### src/rtl/eth_pkg.sv
// Shared definitions for the UDP datagram decoder.
package eth_pkg;

   typedef enum logic [2:0] {
      IDLE    = 3'd0,
      HEADER  = 3'd1,
      PAYLOAD = 3'd2,
      DROP    = 3'd3,
      FLUSH   = 3'd4
   } udp_state_t;

   localparam int UDP_HDR_NIBBLES = 16;
   localparam int UDP_HDR_BYTES   = 8;

endpackage

### src/rtl/nibble_shift16.sv
// 16-bit MSB-first nibble shift register with load enable.
// Ports:
//   clk     : clock
//   rst     : synchronous active-high reset, clears the register
//   load_en : shift din into the low nibble this cycle
//   din     : nibble to shift in
//   q       : registered 16-bit value (first nibble shifted ends up in [15:12])
module nibble_shift16 (
   input  logic        clk,
   input  logic        rst,
   input  logic        load_en,
   input  logic [3:0]  din,
   output logic [15:0] q
);

   logic [15:0] q_d;
   logic [15:0] q_q;

   always_comb begin
      q_d = q_q;
      if (load_en) begin
         q_d = {q_q[11:0], din};
      end
   end

   always_ff @(posedge clk) begin
      if (rst) begin
         q_q <= '0;
      end else begin
         q_q <= q_d;
      end
   end

   assign q = q_q;

endmodule

### src/rtl/udp_decode.sv
// UDP datagram decoder: parses the 8-byte UDP header from an IPv4 payload
// nibble stream and forwards the payload of datagrams addressed to LISTEN_PORT.
//
// state   | meaning
// --------+-------------------------------------------------------------
// IDLE    | waiting for the first nibble of a frame
// HEADER  | capturing header nibbles 1..15 (nibble 0 taken in IDLE)
// PAYLOAD | forwarding payload nibbles, down-counter tracks remainder
// DROP    | datagram for another port, swallow until valid low
// FLUSH   | datagram done or bad, swallow padding until valid low
//
// Ports:
//   clk, rst           : clock, synchronous active-high reset
//   valid, din         : input nibble stream, high nibble of each byte first
//   dout_ready, dout   : registered payload nibble, one cycle after din
//   src_port, dst_port : header fields of the current frame
//   frame_done         : pulse with the last payload nibble
//   err                : pulse on bad length or truncated datagram
module udp_decode #(
   parameter logic [15:0] LISTEN_PORT = 16'd8080
) (
   input  logic        clk,
   input  logic        rst,
   input  logic        valid,
   input  logic [3:0]  din,
   output logic        dout_ready,
   output logic [3:0]  dout,
   output logic [15:0] src_port,
   output logic [15:0] dst_port,
   output logic        frame_done,
   output logic        err
);

   import eth_pkg::*;

   localparam logic [15:0] HDR_LEN  = 16'(UDP_HDR_BYTES);
   localparam logic [4:0]  HDR_LAST = 5'(UDP_HDR_NIBBLES - 1);

   udp_state_t  state_q, state_d;
   logic [4:0]  hdr_cnt_q, hdr_cnt_d;
   logic [16:0] rem_q, rem_d;
   logic        wait_low_q, wait_low_d;
   logic        dout_ready_q, dout_ready_d;
   logic [3:0]  dout_q, dout_d;
   logic        frame_done_q, frame_done_d;
   logic        err_q, err_d;

   logic        hdr_take;
   logic [4:0]  hdr_idx;
   logic        ld_src, ld_dst, ld_len;
   logic [15:0] udp_len;

   // After a reset the stream may be mid-frame; wait_low_q blocks a new
   // header from starting until valid has been seen low once.
   always_comb begin
      hdr_take = valid && (((state_q == IDLE) && !wait_low_q) || (state_q == HEADER));
      hdr_idx  = (state_q == HEADER) ? hdr_cnt_q : 5'd0;
      ld_src   = hdr_take && (hdr_idx <= 5'd3);
      ld_dst   = hdr_take && (hdr_idx >= 5'd4) && (hdr_idx <= 5'd7);
      ld_len   = hdr_take && (hdr_idx >= 5'd8) && (hdr_idx <= 5'd11);
   end

   nibble_shift16 u_src (.clk(clk), .rst(rst), .load_en(ld_src), .din(din), .q(src_port));
   nibble_shift16 u_dst (.clk(clk), .rst(rst), .load_en(ld_dst), .din(din), .q(dst_port));
   nibble_shift16 u_len (.clk(clk), .rst(rst), .load_en(ld_len), .din(din), .q(udp_len));

   always_comb begin
      state_d      = state_q;
      hdr_cnt_d    = hdr_cnt_q;
      rem_d        = rem_q;
      wait_low_d   = wait_low_q & valid;
      dout_ready_d = 1'b0;
      dout_d       = 4'h0;
      frame_done_d = 1'b0;
      err_d        = 1'b0;

      case (state_q)
         IDLE: begin
            if (hdr_take) begin
               state_d   = HEADER;
               hdr_cnt_d = 5'd1;
            end
         end
         HEADER: begin
            if (!valid) begin
               err_d     = 1'b1;
               state_d   = IDLE;
               hdr_cnt_d = 5'd0;
            end else if (hdr_cnt_q == HDR_LAST) begin
               // dst_port and udp_len are already settled; checksum is dropped.
               hdr_cnt_d = 5'd0;
               if (udp_len < HDR_LEN) begin
                  err_d   = 1'b1;
                  state_d = FLUSH;
               end else if (dst_port != LISTEN_PORT) begin
                  state_d = DROP;
               end else if (udp_len == HDR_LEN) begin
                  frame_done_d = 1'b1;
                  state_d      = FLUSH;
               end else begin
                  state_d = PAYLOAD;
                  rem_d   = {udp_len - HDR_LEN, 1'b0};
               end
            end else begin
               hdr_cnt_d = hdr_cnt_q + 5'd1;
            end
         end
         PAYLOAD: begin
            if (!valid) begin
               err_d   = 1'b1;
               state_d = IDLE;
               rem_d   = '0;
            end else begin
               dout_ready_d = 1'b1;
               dout_d       = din;
               rem_d        = rem_q - 17'd1;
               if (rem_q == 17'd1) begin
                  frame_done_d = 1'b1;
                  state_d      = FLUSH;
               end
            end
         end
         DROP, FLUSH: begin
            if (!valid) begin
               state_d = IDLE;
            end
         end
         default: begin
            state_d = IDLE;
         end
      endcase
   end

   always_ff @(posedge clk) begin
      if (rst) begin
         state_q      <= IDLE;
         hdr_cnt_q    <= '0;
         rem_q        <= '0;
         wait_low_q   <= 1'b1;
         dout_ready_q <= 1'b0;
         dout_q       <= 4'h0;
         frame_done_q <= 1'b0;
         err_q        <= 1'b0;
      end else begin
         state_q      <= state_d;
         hdr_cnt_q    <= hdr_cnt_d;
         rem_q        <= rem_d;
         wait_low_q   <= wait_low_d;
         dout_ready_q <= dout_ready_d;
         dout_q       <= dout_d;
         frame_done_q <= frame_done_d;
         err_q        <= err_d;
      end
   end

   assign dout_ready = dout_ready_q;
   assign dout       = dout_q;
   assign frame_done = frame_done_q;
   assign err        = err_q;

endmodule

### config.mk
export PLATFORM = sky130hd
export DESIGN_NAME = udp_decode
export DESIGN_NICKNAME = d
export VERILOG_FILES = /design/src/rtl/eth_pkg.sv /design/src/rtl/nibble_shift16.sv /design/src/rtl/udp_decode.sv
export SDC_FILE = /design/constraint.sdc
export NUM_CORES = 1
export LEC_CHECK = 0
export ABC_AREA = 0
export ABC_CLOCK_PERIOD_IN_PS = 4500
export CAP_MARGIN = 20
export CORE_ASPECT_RATIO = 1.25
export CORE_MARGIN = 3
export CORE_UTILIZATION = 62
export CTS_BUF_LIST = sky130_fd_sc_hd__clkbuf_4 sky130_fd_sc_hd__clkbuf_8
export DETAILED_ROUTE_END_ITERATION = 8
export PLACE_DENSITY = 0.9
export REMOVE_ABC_BUFFERS = 1
export SYNTH_ARGS = -nofsm -noshare
export SYNTH_HDL_FRONTEND = slang
export SYNTH_SLANG_ARGS = --single-unit
### constraint.sdc
create_clock -name clk -period 4.5 [get_ports clk]
set_input_delay 0.675 -clock clk [delete_from_list [all_inputs] [get_ports clk]]
set_output_delay 0.675 -clock clk [all_outputs]
set_load 0.005 [all_outputs]
==> run summary, run 1 <==
Pwr Density = 285 nW/µm²
TritonRoute pass-1 iters = 5
P&R area growth vs syn = 17.3%
Postcts setup bufs = 0
Setup Skew = 9.14 ps
Longest individual stage delay on the worst path = 630 ps
Status = finished clean
Initial DRC count = 294
Final HPWL DP = 6.19 mm
Syn. warnings = 0
Antenna Cells = 0
CP bufs+invs = 1
Share of post-route cells with drive strength above 1 = 6.88%
Post-Place Setup Slack = 1580 ps
Port bufs = 45
Core Area = 5860 µm²
Placer congestion estimate = 0.895
Worst setup SP type = primary input
CTS clk-pin slew, worst paths = 80 ps
Cts repair resizes = 0
Post-synthesis instance total = 444
Die width = 76.0 µm
Reg2reg path depth = 8
CP max stage cell = clkdlybuf4s50_1
TritonCTS clock tree = built
Initial antenna violation count = 0
Largest net degree at the start of global routing = 57
Post-synth EDFFs = 0
DRC violations left = 0
Sequential area share after synthesis = 42.7%
Primary FF master, synth = dfxtp_1
Bufs on Longest Clock Path = 2
Hold Crit Depth = 2
CTS H-tree lvls = 3
Post-DR vias/cell = 6.06
Worst skew pair latency = 360 ps
Slew @ Worst Pin = 1060 ps
Critical Path Stages = 7
Routed Antenna Nets = 0
Filler cells = 411
Die height = 93.5 µm
Row count = 31
Nets = 486
CP Class = primary input to register
Endpoints failing setup = 0
Grt ovf = 0
Via count = 3403
CTS Sinks = 81
First-pass GRT wire length = 15.3 mm
Final Hold Viols = 0
Worst Slack Setup Final = 1900 ps
Post-CTS Hold Buffers = 0
CP top delay family = compound AO/OA/AOI/OAI gates
Slew Limit Fails = 0
Max Fclk = 385 MHz
Final period utilization = 57.7%
Setup TNS = 0 ps
WL/cell = 16.3 µm
Initial Utilization = 64.8%
CP required = 4690 ps
Async SR Flop Fraction = 0%
Crit. End Element = register
Worst rel slew slack = 29.5%
Leakage = 1.60 nW
RSZ-0062 raised after global routing = no
Worst-path cell chain = clkdlybuf4s50_1 > nand4bb_1 > nor2_1 > nand4_1 > o31a_1 > o21ai_0 > a21oi_1
Wirelength, routed = 9.14 mm
Die area = 7100 µm²
Vias in the first global route = 3305
Synth Cell Area = 3790 µm²
Max IR drop VDD = 0.000234 V
Worst Path Max Fanout = 13
Max_cap viols = 0
Num CTS Buffers = 9
Synth Register Bits = 81
Cell variety after synth = 48
Worst Path Arrival = 2790 ps
Tmin final = 2600 ps
Mapped Avg Cell Area = 8.54 µm²
# IOs = 46
Global Route Usage Sum = 26.4%
Root buf cell = clkbuf_8
Hold crit path type = register to register
==> power by group <==
part | internal [mW] | total (mW) | switching [mW]
clock network | 0.213 | 0.492 | 0.279
logic | 0.0217 | 0.0526 | 0.0309
registers | 0.721 | 0.726 | 0.00498
total | 0.956 | 1.27 | 0.314
==> metal layers <==
metal	part of all wire, %	vias to the layer above	routed length [µm]	track usage, %
li1	-	1624	-	-
met1	42	1630	3820	31.0
met2	51	133	4640	47.2
met3	5.9	16	536	4.53
met4	1.6	0	146	12.2
met5	0	-	0	0
==> cells by family (layout without fill, tap and decap cells) <==
logic type	after synthesis	count (layout)	share of synthesized area (%)
buffers and inverters	40	76	4.29
AND/OR/NAND/NOR	180	180	23.5
XOR/XNOR	13	13	3.00
multiplexers	49	49	12.9
AO/OA/AOI/OAI	77	77	12.2
flip-flops	81	81	42.7
adder cells (fa/ha/maj)	4	4	1.32
==> worst register-to-register path: cells and delay by family, from the launching register on <==
kind | cells | cell delay [ps]
fa+ha+maj | 1 | 220
xor+xnor | 1 | 190
flops | 1 | 370
simple gates | 3 | 1100
compound gates | 2 | 170
buf+inv | 1 | 120
==> per-stage QoR <==
stage               utilization [%]  total power, mW  std cells  instance area [µm²]  hold slack [ps]
detailed placement             72.8            0.795        546                 4270              477
global placement               72.8            0.793        546                 4270              464
CTS                            76.0             1.27        562                 4450              488
finish                         76.0             1.27        562                 4450              495
global route                   76.0             1.31        562                 4450              524
floorplan                         -            0.765        414                 3670              447
==> cells in the mapped netlist (5+ instances only) <==
cell	instances	area, µm²
mux2i_1	49	490
dfxtp_1	81	1620
inv_1	10	37.5
xnor2_1	10	87.6
clkbuf_1	19	71.3
nor3_1	15	75.1
buf_2	9	45.0
nor2_1	80	300
or4_1	6	45.0
nand2_1	26	97.6
a31oi_1	6	37.5
nor4_1	8	50.1
nand2b_1	5	31.3
nand3_1	10	50.1
a21oi_1	26	130
o21ai_0	22	110
and2_1	6	37.5
==> cell type report <==
type / count / area, µm² / area share [%]
multi-input combinational: 323 / 2020 / 45.4
sequential: 81 / 1620 / 36.4
timing repair buffer: 50 / 483 / 10.9
clock buffer: 10 / 131 / 2.95
tap: 82 / 103 / 2.31
clock inverter: 6 / 51.3 / 1.15
inverter: 10 / 37.5 / 0.844
==> flip-flops by register name (all words and copies together), names as in the netlist <==
register and flops:
u_dst.q 16, u_len.q 16, rem_q 17, hdr_cnt_q 5, state_q 3, dout_ready 1, dout 4, u_src.q 16
wait_low_q 1, frame_done 1, err 1
==> worst paths after layout <==
kind | from | to | slack (ps)
min | rem_q[5] | rem_q[5] | 500
max | valid | rem_q[12] | 1900
max reg2reg | u_len.q[3] | rem_q[16] | 2180
min reg2reg | rem_q[5] | rem_q[5] | 500
==> cells in the final DEF (no fill, tap or decap), drive strengths merged, types with 2 or more instances in the layout <==
cell           netlist  final
o22ai                3      3
and3                 2      2
buf                 10      6
nor3                17     17
clkdlybuf4s50        0     44
nand3               10     10
ha                   4      4
dfxtp               81     81
clkinvlp             0      3
a211oi               3      3
o21a                 2      2
nor4                 9      9
nand2               26     26
a21oi               26     26
mux2i               49     49
or4                  7      7
xor2                 3      3
nand2b               5      5
and2                 6      6
xnor2               10     10
nand4                3      3
o31ai                4      4
nor2                80     80
or3                  3      3
nand4b               3      3
a31oi                6      6
nor4b                5      5
inv                 10     12
or2                  2      2
o21ai               22     22
clkbuf              20     10
Power figures use the tool's default switching activity.
==> run 2: changes to the inputs <==
Settings changed: ABC_CLOCK_PERIOD_IN_PS 4500 to 2200, CORE_UTILIZATION 62 to 52, PLACE_DENSITY 0.9 to 0.81.
Clock period 4.5 ns to 2.2 ns, I/O delays scaled along.
==> run 2 against run 1 <==
  * Final area up 7.7%
  * Clock power rose to 2.6 times the previous value
  * Global-route usage down 2.8 points
  * Clock skew up 1.4 ps
  * Sequential share of layout area down 2.6 points
  * Total power up 130%
  * Register-to-register slack worse by 2100 ps
  * Via count up 3.3%
  * First-iteration DRC count down 14%
  * Die area up 18%
==> run summary, run 2 (same netlist as run 1, synthesis figures left out) <==
Status = finished clean
Most common cell after layout, fill and taps aside = dfxtp_1
Worst rel slew slack = 65.7%
Non-Filler Instances = 601
Post-DR vias/cell = 5.85
Core Area = 7020 µm²
Root buf cell = clkbuf_8
Vias in the first global route = 3359
Max reg flops = 17
Setup TNS = 0 ps
Crit. End Element = register
Pwr Density = 598 nW/µm²
First-pass GRT wire length = 15.5 mm
Longest individual stage delay on the worst path = 540 ps
CP Class = register to register
Flop pwr share = 51.7%
Slew @ Worst Pin = 514 ps
Placed insts = 585
CP max stage cell = or4_1
Endpoints failing setup = 0
Port bufs = 45
Share of post-route cells with drive strength above 1 = 13.9%
Worst Path Arrival = 2400 ps
Leakage = 1.80 nW
TritonRoute pass-1 iters = 4
Final Hold Viols = 0
WL/cell = 16.1 µm
Placer congestion estimate = 0.877
Post-CTS Hold Buffers = 0
Comb pwr share = 4.2%
Via count = 3515
Die width = 82.4 µm
Sw Share = 23.7%
Worst r2r src = rem_q[13]
Worst setup SP type = register
Pint = 2.19 mW
Bufs on Longest Clock Path = 2
Worst hold path startpoint = rst
Post-DP Area = 4520 µm²
Worst-path cell chain = or4_1 > nor2_1 > and3_1 > o221ai_2 > or4_1 > a21oi_1
CTS clk-pin slew, worst paths = 90 ps
Largest Register = rem_q
CTS H-tree lvls = 3
Slew Limit Fails = 0
Max IR drop VDD = 0.000633 V
Hold crit path type = primary input to register
Clock power share = 44.1%
Worst skew pair latency = 370 ps
Max_cap viols = 0
Row count = 34
Worst Path Max Fanout = 5
Final HPWL DP = 6.61 mm
Largest net degree at the start of global routing = 26
Max Fclk = 476 MHz
Die area = 8360 µm²
CP required = 2500 ps
P&R area growth vs syn = 26.4%
Nets = 517
RSZ-0062 raised after global routing = no
Initial antenna violation count = 0
Initial Utilization = 54.0%
Routed Antenna Nets = 0
Initial DRC count = 253
Die height = 101 µm
CTS Sinks = 81
Most Frequent Cell on Critical Path = or4_1
Final period utilization = 95.6%
Wirelength, routed = 9.66 mm
Grt ovf = 0
Final Util = 68.3%
Antenna Cells = 0
Final Cell Area = 4790 µm²
Critical path origin = rem_q[13]
Tmin final = 2100 ps
Global Route Usage Sum = 23.6%
Setup Skew = 10.5 ps
Psw = 679 µW
DRC violations left = 0
# IOs = 46
TritonCTS clock tree = built
Worst Slack Setup Final = 97.4 ps
Num CTS Buffers = 9
Most frequent cells in the layout = dfxtp_1, nor2_1, mux2i_1
Post-Place Setup Slack = -8.48 ps
## run 2: cell count changes in the layout (fill, tap and decap cells not counted), moves of 2 or more
cell	previous run	this run
buf_4	5	35
nor4_1	8	4
nor4_2	1	5
clkinvlp_4	3	0
inv_6	1	4
bufinv_16	0	2
## run 2: power groups by stage
stage | clock [mW] | combinational, mW | sequential, mW
floorplan | 0 | 0.0466 | 1.52
global placement | 0 | 0.115 | 1.52
detailed placement | 0 | 0.117 | 1.52
CTS | 1.28 | 0.119 | 1.48
global route | 1.33 | 0.128 | 1.49
finish | 1.26 | 0.120 | 1.48
## run 2: layout make-up
cell class / count / area [µm²]
clock buffers: 9 / 124
inverters: 10 / 37.5
well taps: 90 / 113
multi-input cells: 323 / 2060
repair buffers: 81 / 728
fillers: 539 / 2230
flip-flops and latches: 81 / 1620
clock inverters: 7 / 106
## run 2: stage by stage
stage	hold slack [ps]	total power, mW
4_1_cts	405	2.88
5_1_grt	415	2.94
3_3_place_gp	465	1.63
2_1_floorplan	399	1.56
6_report	415	2.87
3_5_place_dp	477	1.64
## run 2: repair_timing
action | 4_1_cts | 5_1_grt
hold endpoints to repair | 0 | 0
setup buffers | 0 | 0
setup endpoints to repair | 1 | 10
resized for setup | 1 | 7
## run 2: final timing paths
kind	end	slack (ps)	cells past startpoint
worst max-delay path	state_q[1]	100	6
worst min-delay path	u_src.q[8]	410	2
worst max register to register	state_q[1]	100	6
worst min register to register	rem_q[5]	490	2
## run 2: per-layer routing
layer | track usage [%] | share of wire [%]
met1 | 28.6 | 41
met2 | 40.4 | 51
met3 | 5.52 | 5.7
met4 | 8.44 | 2.1
met5 | 0 | 0
## run 2: critical path, delay by kind of cell (launching register included)
| kind | cells | cell delay (ps) |
|---|---|---|
| DFF | 1 | 350 |
| AOI/OAI and AO/OA | 2 | 270 |
| and+or+nand+nor | 4 | 1400 |
